### src/rtl/vga_layer_mixer.sv
// VGA timing generator and N-layer priority compositor with per-layer blinking.
// Pixel outputs lag the issued coordinate by LAT+1 pix_en ticks; no backpressure, free-running.
module vga_layer_mixer #(
  parameter int CLK_DIV      = 4,
  parameter int H_ACTIVE     = 640,
  parameter int H_FP         = 16,
  parameter int H_SYNC       = 96,
  parameter int H_BP         = 48,
  parameter int V_ACTIVE     = 480,
  parameter int V_FP         = 10,
  parameter int V_SYNC       = 2,
  parameter int V_BP         = 33,
  parameter int N_LAYER      = 4,
  parameter int LAT          = 2,
  parameter int BLINK_FRAMES = 30
) (
  input  logic                   clk,
  input  logic                   rst,
  output logic                   pix_en,
  output logic [9:0]             h_cnt,
  output logic [9:0]             v_cnt,
  input  logic [N_LAYER-1:0]     layer_valid,
  input  logic [12*N_LAYER-1:0]  layer_pixel,
  input  logic [N_LAYER-1:0]     layer_blink,
  input  logic [11:0]            bg_color,
  output logic                   hsync,
  output logic                   vsync,
  output logic [3:0]             vgaRed,
  output logic [3:0]             vgaGreen,
  output logic [3:0]             vgaBlue,
  output logic                   frame_start,
  output logic                   blink_phase
);

  localparam int H_TOTAL = H_ACTIVE + H_FP + H_SYNC + H_BP;
  localparam int V_TOTAL = V_ACTIVE + V_FP + V_SYNC + V_BP;
  localparam int DIV_W   = $clog2(CLK_DIV);
  localparam int BF_W    = (BLINK_FRAMES > 1) ? $clog2(BLINK_FRAMES) : 1;

  localparam logic [10:0] H_ACT  = 11'(H_ACTIVE);
  localparam logic [10:0] HS_BEG = 11'(H_ACTIVE + H_FP);
  localparam logic [10:0] HS_END = 11'(H_ACTIVE + H_FP + H_SYNC);
  localparam logic [10:0] V_ACT  = 11'(V_ACTIVE);
  localparam logic [10:0] VS_BEG = 11'(V_ACTIVE + V_FP);
  localparam logic [10:0] VS_END = 11'(V_ACTIVE + V_FP + V_SYNC);
  localparam logic [9:0]  H_LAST = 10'(H_TOTAL - 1);
  localparam logic [9:0]  V_LAST = 10'(V_TOTAL - 1);
  localparam logic [BF_W-1:0]  BF_LAST  = BF_W'(BLINK_FRAMES - 1);
  localparam logic [DIV_W-1:0] DIV_LAST = DIV_W'(CLK_DIV - 1);

  if (H_TOTAL > 1024 || V_TOTAL > 1024) begin : g_bad_timing
    $error("vga_layer_mixer: H_TOTAL and V_TOTAL must fit 10-bit counters");
  end

  logic [DIV_W-1:0] div_q;
  logic [9:0]       h_q;
  logic [9:0]       v_q;
  logic             h_wrap;
  logic             v_wrap;

  assign pix_en      = (div_q == DIV_LAST);
  assign h_wrap      = (h_q == H_LAST);
  assign v_wrap      = (v_q == V_LAST);
  assign h_cnt       = h_q;
  assign v_cnt       = v_q;
  assign frame_start = pix_en && (h_q == 10'd0) && (v_q == 10'd0);

  always_ff @(posedge clk or negedge rst) begin
    if (!rst) begin
      div_q <= '0;
      h_q   <= '0;
      v_q   <= '0;
    end else begin
      div_q <= pix_en ? '0 : div_q + 1'b1;
      if (pix_en) begin
        h_q <= h_wrap ? 10'd0 : h_q + 10'd1;
        if (h_wrap) begin
          v_q <= v_wrap ? 10'd0 : v_q + 10'd1;
        end
      end
    end
  end

  // {hs, vs, valid} for the coordinate currently issued
  logic [10:0] h_ext;
  logic [10:0] v_ext;
  logic [2:0]  raw;
  logic [2:0]  tap;

  assign h_ext  = {1'b0, h_q};
  assign v_ext  = {1'b0, v_q};
  assign raw[2] = !((h_ext >= HS_BEG) && (h_ext < HS_END));
  assign raw[1] = !((v_ext >= VS_BEG) && (v_ext < VS_END));
  assign raw[0] = (h_ext < H_ACT) && (v_ext < V_ACT);

  if (LAT == 0) begin : g_no_dly
    assign tap = raw;
  end else begin : g_dly
    logic [2:0] dly_q [LAT];
    always_ff @(posedge clk or negedge rst) begin
      if (!rst) begin
        for (int i = 0; i < LAT; i++) dly_q[i] <= 3'b110;
      end else if (pix_en) begin
        dly_q[0] <= raw;
        for (int i = 1; i < LAT; i++) dly_q[i] <= dly_q[i-1];
      end
    end
    assign tap = dly_q[LAT-1];
  end

  // The first frame_start after reset opens frame 0; later ones each close a frame.
  logic [BF_W-1:0] bcnt_q, bcnt_d;
  logic            started_q, started_d;
  logic            blink_q, blink_d;

  always_comb begin
    bcnt_d    = bcnt_q;
    started_d = started_q;
    blink_d   = blink_q;
    if (frame_start) begin
      if (!started_q) begin
        started_d = 1'b1;
      end else if (bcnt_q == BF_LAST) begin
        bcnt_d  = '0;
        blink_d = ~blink_q;
      end else begin
        bcnt_d = bcnt_q + 1'b1;
      end
    end
  end

  always_ff @(posedge clk or negedge rst) begin
    if (!rst) begin
      bcnt_q    <= '0;
      started_q <= 1'b0;
      blink_q   <= 1'b0;
    end else begin
      bcnt_q    <= bcnt_d;
      started_q <= started_d;
      blink_q   <= blink_d;
    end
  end

  assign blink_phase = blink_q;

  // Mixing uses the phase that takes effect on this tick, so a toggle never splits a pixel.
  logic [N_LAYER-1:0] eff;
  logic [11:0]        pix_sel;
  logic               hit;

  assign eff = layer_valid & ~(layer_blink & {N_LAYER{blink_d}});

  always_comb begin
    pix_sel = bg_color;
    hit     = 1'b0;
    for (int i = 0; i < N_LAYER; i++) begin
      if (eff[i] && !hit) begin
        pix_sel = layer_pixel[12*i +: 12];
        hit     = 1'b1;
      end
    end
  end

  logic [11:0] rgb_q;
  logic        hs_q;
  logic        vs_q;

  always_ff @(posedge clk or negedge rst) begin
    if (!rst) begin
      rgb_q <= 12'h000;
      hs_q  <= 1'b1;
      vs_q  <= 1'b1;
    end else if (pix_en) begin
      rgb_q <= tap[0] ? pix_sel : 12'h000;
      hs_q  <= tap[2];
      vs_q  <= tap[1];
    end
  end

  assign hsync    = hs_q;
  assign vsync    = vs_q;
  assign vgaRed   = rgb_q[11:8];
  assign vgaGreen = rgb_q[7:4];
  assign vgaBlue  = rgb_q[3:0];

endmodule

### config.mk
export PLATFORM = sky130hd
export DESIGN_NAME = vga_layer_mixer
export DESIGN_NICKNAME = d
export VERILOG_FILES = /design/src/rtl/vga_layer_mixer.sv
export SDC_FILE = /design/constraint.sdc
export NUM_CORES = 1
export LEC_CHECK = 0
export CORE_MARGIN = 2
export CORE_UTILIZATION = 36
export CTS_CLUSTER_DIAMETER = 40
export DETAILED_ROUTE_END_ITERATION = 6
export PLACE_DENSITY = 0.73
export SLEW_MARGIN = 15
export SYNTH_ARGS = -nofsm -noshare
export SYNTH_HDL_FRONTEND = slang
export SYNTH_SLANG_ARGS = --single-unit
### constraint.sdc
create_clock -name clk -period 4.81 [get_ports clk]
set_input_delay 0.481 -clock clk [delete_from_list [all_inputs] [get_ports clk]]
set_output_delay 0.481 -clock clk [all_outputs]
set_load 0.005 [all_outputs]
# == Word-level counts from Yosys, hierarchy flattened ==
# Index checks and enable logic that the tools add are counted.
# classes
n_addsub,4
n_mux,15
bitwise,4
n_eq_ne,4
n_reduce_logical,17
order_cmp,6
# op_table
cell,n
12-bit 2-to-1 mux,5
"10-bit by 1-bit adder with 10-bit output, second input constant",2
"10-bit equality test, second input constant",2
10-bit logical NOT,2
"10-bit < comparator, second input constant",2
"10-bit by 9-bit < comparator with 1-bit output, second input constant",2
10-bit 2-to-1 mux,2
"10-bit >= comparator, second input constant",1
"10-bit by 9-bit >= comparator with 1-bit output, second input constant",1
4-bit AND,2
1-bit logical AND,8
1-bit 2-to-1 mux,6
"5-bit by 1-bit adder with 5-bit output, second input constant",1
"5-bit equality test, second input constant",1
1-bit logical NOT,5
5-bit 2-to-1 mux,1
4-bit NOT,1
2-bit AND reduction,2
"2-bit by 1-bit adder with 2-bit output, second input constant",1
"2-bit equality test, second input constant",1
2-bit 2-to-1 mux,1
1-bit NOT,1
# word_totals
out_inout_bits,37
in_bits,70
register_bits,49
elab_cells,61

# == Longest topological paths before layout ==
# depth
ltp_word,18
ltp_mapped,11
depth_no_buf,9

# == Worst setup path after synthesis ==
# OpenSTA, ideal clock, no wires.
# synth_timing
path_kind,reg2reg
start,register div_q[0]
end,register rgb_q[0]
n_path_buf,2
setup_time_ps,149
slack_ps,2492
required_ps,4661
period_less_slack_ps,2318
path_stages_with_launch,11
t_arrival_ps,2168
path_cell_list,dfrtp_1 -> ha_1 -> buf_2 -> and4bb_1 -> nand4_1 -> nor2_2 -> o211ai_2 -> buf_2 -> and4_1 -> a211oi_1 -> o32ai_2
# synth_via
elab_chain_len,18
word_cells_on_any_way,21
cone_classes,eq/ne: 1; mux: 9; bitwise: 3; reduce/logical: 8
# synth_lines
item,line_no,source
from (decl),55,logic [DIV_W-1:0] div_q;
from (signal assigned),74,div_q <= pix_en ? '0 : div_q + 1'b1;
2-bit equality test (*),61,assign pix_en = (div_q == DIV_LAST);
via pix_en,19,"output logic pix_en,"
1-bit logical AND (2 in series),66,assign frame_start = pix_en && (h_q == 10'd0) && (v_q == 10'd0);
1-bit 2-to-1 mux,120,if (frame_start) begin
4-bit AND,151,assign eff = layer_valid & ~(layer_blink & {N_LAYER{blink_d}});
4-bit NOT,151,
4-bit AND,151,
1-bit 2-to-1 mux,157,if (eff[i] && !hit) begin
[... 2 more ...],--,
1-bit 2-to-1 mux,157,
1-bit logical NOT,157,
1-bit logical AND,157,
1-bit 2-to-1 mux,157,
1-bit logical NOT,157,
1-bit logical AND,157,
12-bit 2-to-1 mux,157,
12-bit 2-to-1 mux,174,rgb_q <= tap[0] ? pix_sel : 12'h000;
to (signal assigned),174,
to (decl),164,logic [11:0] rgb_q;
# Mark *: on every way through the listed nets, which the timed path passes. The rest lies on a longest branch.
# A chain may end at the register's enable or synchronous reset.

# == Final worst setup path ==
# layout_timing
start,register v_q[0] (netlist: v_cnt[0])
end,register rgb_q[11]
# layout_via
elab_chain_len,17
word_cells_on_any_way,20
cone_classes,mux: 9; bitwise: 3; reduce/logical: 8
# layout_lines
item,line_no,source
from (decl),57,logic [9:0] v_q;
from (signal assigned),78,v_q <= v_wrap ? 10'd0 : v_q + 10'd1;
10-bit logical NOT (*),66,
1-bit logical AND (*),66,
1-bit 2-to-1 mux (*),120,
4-bit AND (*),151,
4-bit NOT (*),151,
4-bit AND (*),151,
1-bit 2-to-1 mux,157,
1-bit logical NOT,157,
1-bit logical AND,157,
1-bit 2-to-1 mux,157,
1-bit logical NOT,157,
1-bit logical AND,157,
1-bit 2-to-1 mux,157,
1-bit logical NOT,157,
1-bit logical AND,157,
12-bit 2-to-1 mux (*),157,
12-bit 2-to-1 mux (*),174,
# Mark *: on every way between the ends. The rest lies on a longest branch, timed or not.

==> metrics <==
outcome complete, no violations; synthesis-to-finish area growth 37.7%; latest clock arrival within the worst-skew pair 0.30 ns; DP Wirelength roughly 7000 µm; Final Skew 0.0131 ns; design area about 4400 µm²; Ys Warns 0; Mapped Avg Cell Area 9.50 µm²; Cell Area, Synth 3210 µm²; CP Capture Type register; Comb pwr share 19.2%; Synth Area in Adders about 3.1%; Sw Share 24.9%; GRT Util Overall 19.2%; CTS sink count 49; placed cell area 4320 µm²; Post-synth top flop dfrtp_1; Max Freq 302 MHz; CP startpoint kind register; Layout fillers 821; Fin. Hold Viols 0; CP required 4.96 ns; Slew Viols, Final 0; Leak 1.78 nW; P_sw 0.210 mW; antenna violations before repair 0; clock buffer depth 2; first-pass GRT wire length 15400 µm; Compound-Gate Fraction of Synth Area 20.8%; post-layout util 50.9%; Die Ht roughly 100 µm; Post-synth EDFFs 0; Worst Tran Pin Value about 1.0 ns; # nets final slightly above 500; 1st-iter DRT viols approximately 170; Async SR Flop Fraction 100%; slew margin rel. 30.6%; Post-CTS Hold Fix Bufs 0; diodes inserted 0; Final Cycle Share between 60 and 70%; clock share of power between 30% and 40%; CTS resizes 0; Power Total 0.845 mW; post-synthesis simple-gate area fraction 25.0%; Cells after Synth around 340; Synth cell types 49; vias per cell 5.54; CORE AREA between 8000 and 9000 µm²; RSZ-0062 raised after global routing false; Remaining DRCs 0; vias approximately 3000; Final Worst Setup Slack 1.50 ns; layout cells sized above 1 11.7%; Clock Pin Slew Worst Setup and Hold Paths about 0.1 ns; CTS tree built; Sequential Power Share between 50 and 60%; Die W 98.4 µm; gpl congestion 0.831; setup tns final 0 ns; CP max FO 14; final WL 9330 µm; GRT Residual Overflow 0; largest net degree at the start of global routing 50; site row count 34; Initial Utilization 37.0%; die area 9690 µm²; Max Cap Violations 0; FF+latch count, synth just under 50; xor and xnor area share after synthesis 3.55%; syn nets between 400 and 500; Worst Path Arrival 3.46 ns; post-synthesis mux area share under 10%; number of H-tree levels 2; worst hold path type input pin to async pin; # Post-CTS Setup Buffers 0; length of the first detailed-routing pass in iterations 4; Ports between 100 and 150; Buffers on Ports around 110; WL per Instance 17.2 µm; CP Class register to register; minimum clock period after layout ~3.3 ns; vias in the first global route 2992; PD cells 191 nW/µm²; CTS Buf Count 5; Seq/Total Area, Yosys 38.4%; largest family of logic cells by synthesized area simple AND/OR/NAND/NOR gates; # setup viols final 0; internal power 0.635 mW; Max rail drop VDD 0.113 mV; clock root cell clkbuf_8; Post-Place Setup Slack 1.60 ns; Antenna Nets Post-Route 0
==> flip-flops by register name (all words and copies together) (netlist names) <==
| register | count |
|---|---|
| g_dly.dly_q | 3 |
| bcnt_q | 5 |
| vsync | 1 |
| hsync | 1 |
| div_q | 2 |
| blink_phase | 1 |
| v_cnt | 10 |
| started_q | 1 |
| tap | 3 |
| rgb_q | 12 |
| h_cnt | 10 |
==> final cells by class <==
type | instances | area, µm² | share of cell area (%)
Clock buffer | 7 | 86.3 | 1.95
Multi-Input combinational cell | 238 | 1770 | 39.9
Clock inverter | 1 | 7.51 | 0.170
Sequential cell | 49 | 1230 | 27.9
Tap cell | 108 | 135 | 3.06
Timing Repair Buffer | 108 | 1070 | 24.2
Inverter | 32 | 120 | 2.72
==> power groups by stage <==
stage / registers [mW] / logic [mW] / clock network [mW]
after floorplan: 0.437 / 0.0601 / 0
after global placement: 0.436 / 0.161 / 0
after detailed placement: 0.436 / 0.161 / 0
after CTS: 0.428 / 0.163 / 0.266
after global routing: 0.430 / 0.174 / 0.281
final: 0.428 / 0.162 / 0.255
==> cell families (layout without fill, tap and decap cells) <==
group,count (synthesis),in the layout
AND/OR/NAND/NOR,139,139
AO/OA/AOI/OAI,71,71
buffers and inverters,51,148
flip-flops,49,49
XOR/XNOR,13,13
adder cells (fa/ha/maj),8,8
multiplexers,7,7
==> layout by cell type, fill, tap and decap left out, types with 8 or more instances in the layout <==
cell type        Yosys  final
clkdlybuf4s50_1      0    105
dfrtp_1             43     43
inv_1               32     32
nor2_1              28     28
nand2_1             26     26
nand4_1             20     20
and4_1              15     15
o21ai_0             12     12
nand2b_1            11     11
a211oi_1            11     11
o32ai_2             10     10
xnor2_1             10     10
nor3_1              10      9
o311ai_2             8      8
ha_1                 8      8
==> critical path, stage by stage, from the launching register on <==
cell,delay (ns)
dfrtp_1,0.44
inv_1,0.14
ha_1,0.17
nor2b_1,0.20
nand4_1,0.20
o211ai_2,0.56
nand3_1,0.46
and4_1,0.46
a211oi_1,0.40
o32ai_2,0.14
==> synthesized netlist by cell type (2+ instances only) <==
| master | number | area (µm²) |
|---|---|---|
| dfrtp_1 | 43 | 1080 |
| nor2b_1 | 3 | 18.8 |
| nor4_2 | 2 | 25.0 |
| nor2_1 | 28 | 105 |
| nand4b_1 | 4 | 35.0 |
| nand2_1 | 26 | 97.6 |
| o21ai_0 | 12 | 60.1 |
| xor2_1 | 3 | 26.3 |
| nand2b_1 | 11 | 68.8 |
| and3_1 | 5 | 31.3 |
| a211oi_1 | 11 | 82.6 |
| and3_4 | 2 | 22.5 |
| buf_6 | 2 | 22.5 |
| dfstp_2 | 6 | 158 |
| o32ai_2 | 10 | 163 |
| o311ai_1 | 3 | 26.3 |
| xnor2_1 | 10 | 87.6 |
| clkbuf_1 | 10 | 37.5 |
| nand4_1 | 20 | 125 |
| or3_1 | 3 | 18.8 |
| a21oi_1 | 7 | 35.0 |
| nand3_1 | 5 | 25.0 |
| nor3_1 | 10 | 50.1 |
| mux2_2 | 6 | 67.6 |
| inv_1 | 32 | 120 |
| o21ai_1 | 2 | 10.0 |
| buf_2 | 7 | 35.0 |
| ha_1 | 8 | 100 |
| o211ai_2 | 2 | 25.0 |
| o31ai_1 | 5 | 37.5 |
| and4_1 | 15 | 131 |
| o311ai_2 | 8 | 130 |
==> metrics by stage <==
stage,instances,hold WS (ns)
floorplan,338,0.185
global placement,535,0.415
detailed placement,535,0.426
CTS,543,0.296
global route,543,0.343
finish,543,0.279
==> path summary, 6_finish.rpt <==
kind / from / end / slack, ns / cells past startpoint
worst max-delay path: v_cnt[0] / rgb_q[11] / 1.50 / 9
worst min-delay path: rst / rgb_q[2] / 0.28 / 2
worst max register to register: v_cnt[0] / rgb_q[11] / 1.50 / 9
worst min register to register: div_q[0] / div_q[0] / 0.44 / 1
max in group asynchronous: rst / rgb_q[9] / 4.10 / 2
min in group clk: div_q[0] / div_q[0] / 0.44 / 1
==> routing by layer <==
metal | vias to the layer above | share of wire, % | wire length (µm) | global-route usage (%)
met1 | 1457 | 45 | 4190 | 27.0
met3 | 10 | 5.8 | 544 | 3.05
li1 | 1434 | - | - | -
met2 | 107 | 48 | 4460 | 30.8
met5 | - | 0 | 0 | 0
met4 | 0 | 1.5 | 142 | 5.27
Note: power is estimated with default switching activity, not from simulation.
